`config.mk`:
```
export PLATFORM = sky130hd
export DESIGN_NAME = serial_subtractor
export DESIGN_NICKNAME = d
export VERILOG_FILES = /design/src/rtl/serial_subtractor.sv
export SDC_FILE = /design/constraint.sdc
export NUM_CORES = 1
export LEC_CHECK = 0
export CORE_MARGIN = 5
export CORE_UTILIZATION = 45
export CTS_CLUSTER_DIAMETER = 80
export DETAILED_ROUTE_END_ITERATION = 8
export PLACE_DENSITY = 0.8
export REMOVE_ABC_BUFFERS = 1
export SLEW_MARGIN = 10
export SYNTH_ARGS = -nofsm -noshare
export SYNTH_HDL_FRONTEND = slang
export SYNTH_SLANG_ARGS = --single-unit
```
`constraint.sdc`:
```
create_clock -name clk -period 1.4 [get_ports clk]
set_clock_uncertainty 0.05 [all_clocks]
set_input_delay 0.21 -clock clk [delete_from_list [all_inputs] [get_ports clk]]
set_output_delay 0.21 -clock clk [all_outputs]
set_load 0.01 [all_outputs]
```
`src/rtl/serial_subtractor.sv`:
```
// Bit-serial LSB-first subtractor (a - b) with a start/busy/done handshake.
// Optional signed-overflow output enabled by defining SERIAL_SUB_OVERFLOW_EN.
module serial_subtractor #(
    parameter int unsigned WIDTH = 8
) (
    input  logic             clk,
    input  logic             reset,
    input  logic             start,
    input  logic [WIDTH-1:0] a,
    input  logic [WIDTH-1:0] b,
    output logic             busy,
    output logic             done,
    output logic [WIDTH-1:0] diff,
    output logic             borrow_out
`ifdef SERIAL_SUB_OVERFLOW_EN
    ,
    output logic             overflow
`endif
);

    localparam int unsigned CW = (WIDTH > 1) ? $clog2(WIDTH) : 1;

    typedef enum logic [1:0] {
        IDLE,
        SHIFT,
        DONE
    } state_t;

    state_t           state;
    logic [WIDTH-1:0] a_reg;
    logic [WIDTH-1:0] b_reg;
    logic [CW-1:0]    cnt;
    logic             br;

`ifdef SERIAL_SUB_OVERFLOW_EN
    logic a_msb;
    logic b_msb;
`endif

    logic x, y;
    logic hs1_d, hs1_b, hs2_b;
    logic d, br_next;

    // Full subtractor built from two cascaded half subtractors.
    always_comb begin
        x       = a_reg[0];
        y       = b_reg[0];
        hs1_d   = x ^ y;
        hs1_b   = ~x & y;
        d       = hs1_d ^ br;
        hs2_b   = ~hs1_d & br;
        br_next = hs1_b | hs2_b;
    end

    assign borrow_out = br;

    always_ff @(posedge clk) begin
        if (reset) begin
            state <= IDLE;
            a_reg <= '0;
            b_reg <= '0;
            cnt   <= '0;
            br    <= 1'b0;
            diff  <= '0;
            busy  <= 1'b0;
            done  <= 1'b0;
`ifdef SERIAL_SUB_OVERFLOW_EN
            a_msb    <= 1'b0;
            b_msb    <= 1'b0;
            overflow <= 1'b0;
`endif
        end else begin
            case (state)
                IDLE: begin
                    done <= 1'b0;
                    if (start) begin
                        state <= SHIFT;
                        a_reg <= a;
                        b_reg <= b;
                        cnt   <= '0;
                        br    <= 1'b0;
                        diff  <= '0;
                        busy  <= 1'b1;
`ifdef SERIAL_SUB_OVERFLOW_EN
                        a_msb    <= a[WIDTH-1];
                        b_msb    <= b[WIDTH-1];
                        overflow <= 1'b0;
`endif
                    end
                end
                SHIFT: begin
                    diff  <= {d, diff[WIDTH-1:1]};
                    br    <= br_next;
                    a_reg <= a_reg >> 1;
                    b_reg <= b_reg >> 1;
                    if (cnt == CW'(WIDTH - 1)) begin
                        state <= DONE;
                        busy  <= 1'b0;
                        done  <= 1'b1;
`ifdef SERIAL_SUB_OVERFLOW_EN
                        // The final d is the result MSB landing this edge.
                        overflow <= (a_msb ^ b_msb) & (d ^ a_msb);
`endif
                    end else begin
                        cnt <= cnt + 1'b1;
                    end
                end
                DONE: begin
                    state <= IDLE;
                    done  <= 1'b0;
                end
                default: begin
                    state <= IDLE;
                    busy  <= 1'b0;
                    done  <= 1'b0;
                end
            endcase
        end
    end

endmodule
```
== Yosys cells after proc, flatten, opt, wreduce, memory -nomap -nowiden ==
Cells that the tools add are included.
Word-level totals
  flip-flop bits (word level): 32
  input port bits: 19
  output and inout bits: 11
  word-level logic and storage cells: 48
Cells by class
  $add $sub $neg: 1
  equal/unequal tests: 6
  mux-type cells: 17
  bitwise operators: 9
  reductions and logical operators: 7
Operator list (number)
  8-bit case mux with 2 select lines: 3
  8-bit 2-to-1 mux: 3
  3-bit 2-to-1 mux: 2
  2-bit != test (second input constant): 3
  3-bit case mux with 2 select lines: 1
  3-bit AND reduction: 2
  2-bit 2-to-1 mux: 2
  1-bit inverter: 4
  2-bit case mux with 2 select lines: 1
  2-bit AND reduction: 2
  3-bit by 1-bit adder with 3-bit output (second input constant): 1
  3-bit equality test (second input constant): 1
  1-bit 2-to-1 mux: 3
  1-bit case mux with 3 select lines: 1
  1-bit AND: 2
  2-bit by 1-bit equality test with 1-bit output (second input constant): 1
  2-bit equality test (second input constant): 1
  2-bit zero test: 1
  1-bit case mux with 2 select lines: 1
  2-bit nonzero test: 1
  2-bit OR reduction: 1
  1-bit bitwise XOR: 2
  1-bit OR: 1

== Depth between registers and ports, before layout ==
  word-level depth: 5
  gate-level depth with buffers: 5
  gate-level depth less buffers: 5

== Least setup slack after synthesis ==
Ideal clock, no wire load.
  path kind: register to register
  start: register cnt[0]
  end: register cnt[0]
  library setup time: 74 ps
  arrival: 1264 ps
  data required time: 1276 ps
  path slack: 12 ps
  stages on the path, launching flop included: 5
  buffers on the path: 0
  clock period less this slack: 1388 ps
  cell sequence: dfxtp_1 -> ha_1 -> ha_1 -> or4_1 -> o21ai_0
Between the ends
  cells in the longest elaborated chain, start to end: 3
  elaborated cells on any way between the ends: 6
  classes of those cells: add/sub: 1; eq/ne: 2; mux: 2; reduce/logical: 1
RTL lines
  start, declared: line 32  | logic [CW-1:0] cnt;
  start signal, assigned: line 105  | cnt <= cnt + 1'b1;
  3-bit by 1-bit adder with 3-bit output or 3-bit equality test (tied branches): line 105, 96
  3-bit 2-to-1 mux or 2-bit != test (tied branches)
  3-bit case mux with 2 select lines or 3-bit AND reduction (tied branches)
Parallel ways exist; a longest one is shown, timed or not. The select of a mux whose other input is x is not followed.
A chain may end at the register's enable or synchronous reset.

== Worst setup path after layout ==
Same ends and word-level chain as after synthesis.

==> metrics.md <==
| Metric | Value |
|---|---|
| Status | `complete, no violations` |
| Setup violations, final | `0` |
| Max stage delay cell, worst path | `or4_4` |
| Worst Path Required | `1.62 ns` |
| Sequential Power Share | `55.0%` |
| Tcrit/Tclk final | `97.75%` |
| Largest net degree at the start of global routing | `23` |
| RSZ-0062 raised after global routing | `false` |
| Mapped Area | `0.001411 mm^2` |
| Startpoint types | `register` |
| Most common cell after layout, fill and taps aside | `dfxtp_1` |
| Synth area leader | `dfxtp_1` |
| Ports | `30` |
| Buffers on Ports | `29` |
| Total core area | `0.003028 mm^2` |
| Worst-margin pin slew | `0.3998 ns` |
| Worst hold path type | `reg2reg` |
| Root Driver | `clkbuf_4` |
| Final-stage net count | `193` |
| Die area | `0.004357 mm^2` |
| Final core utilization | `60.87%` |
| Leak | `0.7321 nW` |
| Fillers | `260` |
| Initial antenna violation count | `0` |
| WS Path Type | `reg2reg` |
| Worst hold slack | `0.4277 ns` |
| Clk network pwr share | `27.0%` |
| Worst vdd ir | `0.0005458 V` |
| Diodes inserted | `0` |
| Worst EP arrival | `1.59 ns` |
| Area delta synth->final | `30.59%` |
| DRC Markers | `0` |
| Total grt overflow | `0` |
| Sw Pwr | `501.2 uW` |
| Via density | `5.102` |
| Die X | `66.01 um` |
| Hold path startpoint | `busy` |
| Most frequent CP cell | `ha_4` |
| DIE HEIGHT | `66.01 um` |
| Achievable Freq | `730.7 MHz` |
| Hold Buf Count CTS | `0` |
| Yosys top cell area share | `45.39%` |
| Rows | `20` |
| GP Congestion | `0.7532` |
| Warnings from Yosys | `0` |
| Global-route wire length before repair | `5.085 mm` |
| Clock Tree Buf Depth | `2` |
| Crit-path max FO | `4` |
| Placed wire-length estimate | `2.170 mm` |
| Worst-skew pair later-pin latency | `0.33 ns` |
| Max-Cap Viols | `0` |
| Number of global-route vias before repair | `1107` |
| H-tree depth | `2` |
| Hold Vio Cnt, Final | `0` |
| Power density cells | `991.7 mW/mm^2` |
| Top cells by area, synth | `dfxtp_1, a211oi_2, mux2i_1, nor2_1, a22oi_1` |
| Setup_tns | `0 ns` |
| Clock Sink Count | `32` |
| Biggest cell delay along the critical path | `0.51 ns` |
| Initial core utilization | `46.61%` |
| Synth Instances | `137` |
| Max-slew headroom | `73.31%` |
| Total CTS buffers | `5` |
| CTS tree | `done` |
| Crit path buf inv count | `0` |
| DR WL/cell | `13.71 um` |
| Dpl ws | `-0.1186 ns` |
| Slew Viols, Final | `0` |
| CP delay by family, top | `simple AND/OR/NAND/NOR gates` |
| Most frequent cells in the layout | `dfxtp_1, nor2_1, clkdlybuf4s50_1` |
| Routed Antenna Nets | `0` |
| Seq cells post-synth | `32` |
| Yosys cell types | `30` |
| Clock-pin slew on the worst setup and hold paths | `0.10 ns` |
| Layout cells sized above 1 | `21.64%` |
| Power Internal | `1.326 mW` |
| Gr usage total | `15.24%` |
| Slack of the critical path | `0.03144 ns` |
| Period minus WS final | `1.369 ns` |
| Cells along the critical path | `ha_4 -> ha_4 -> or4_4 -> o21ai_2` |
| Routed WL | `2.947 mm` |
| Register area share after synthesis | `45.39%` |
| Syn avg cell area | `10.30 um^2` |
| Comb power frac | `18.1%` |
| Vias | `1097` |
| Worst Setup SP | `cnt[0]` |
| Switching part of the total | `27.42%` |
| Reg-to-Reg Start | `cnt[0]` |
| TritonRoute pass-1 iters | `3` |
| Overall Power | `1.828 mW` |
| Initial drt markers | `47` |
| Critical Path End Type | `register` |
-- power groups by stage --
stage / combinational [mW] / clock [mW] / sequential, mW
6_report: 0.331 / 0.493 / 1.00
5_1_grt: 0.363 / 0.532 / 1.01
4_1_cts: 0.325 / 0.494 / 1.00
3_5_place_dp: 0.325 / 0 / 1.02
3_3_place_gp: 0.310 / 0 / 1.02
2_1_floorplan: 0.170 / 0 / 1.02
-- through the flow --
| stage | cell area [um^2] | instances |
|---|---|---|
| after detailed placement | 1754 | 208 |
| after global routing | 1843 | 215 |
| after floorplan | 1336 | 127 |
| after global placement | 1754 | 208 |
| after CTS | 1817 | 215 |
| final | 1843 | 215 |
-- synthesized netlist by cell type, drive strengths merged --
master and number:
nor3 2, o21ba 1, nor2b 2, nand2 1, nand2b 7, clkbuf 1
a211oi 14, inv 3, or4 1, ha 2, a21oi 2, o22ai 2
dfxtp 32, o21ai 1, o21bai 1, nor3b 2, a2bb2oi 1, mux2i 11
fa 1, o2bb2ai 3, nor2 27, a22oi 10, a21o 1, buf 9
-- worst reg2reg max path, stage by stage, from the launching register on --
cell and delay [ns]:
dfxtp_2 0.35, ha_4 0.17, ha_4 0.16, or4_4 0.51, o21ai_2 0.07
-- layout make-up --
cell class,count,area (um^2),area share [%]
Timing Repair Buffer,37,349.1,18.94
Sequential cell,32,644.4,34.96
Multi-Input combinational cell,92,737.0,39.99
Tap cell,44,55.05,2.987
Clock buffer,6,41.29,2.240
Inverter,3,11.26,0.6110
Clock inverter,1,5.005,0.2716
-- metal layers --
layer | track usage (%) | vias up | part of all wire, %
met3 | 4.592 | 7 | 5.3
met1 | 16.44 | 518 | 40
met4 | 7.614 | 0 | 2.1
li1 | - | 554 | -
met5 | 0 | - | 0
met2 | 26.78 | 18 | 52
-- final timing paths --
check	end	slack (ns)	depth (start not counted)
max	cnt[0]	0.03	4
min	busy	0.43	2
min reg2reg	busy	0.43	2
max reg2reg	cnt[0]	0.03	4
-- timing repair --
action,4_1_cts,5_1_grt
setup buffers,0,0
pin swaps,0,2
gates resized for setup,19,6
endpoints found under the setup margin,22,14
-- logic make-up after synthesis --
| logic type | after synthesis | synth area share (%) |
|---|---|---|
| buffers and inverters | 13 | 6.116 |
| AND/OR/NAND/NOR | 42 | 13.92 |
| AO/OA/AOI/OAI | 36 | 23.58 |
| multiplexers | 11 | 7.802 |
| adder cells (fa/ha/maj) | 3 | 3.191 |
| flip-flops | 32 | 45.39 |
(Power assumes the default switching activity.)
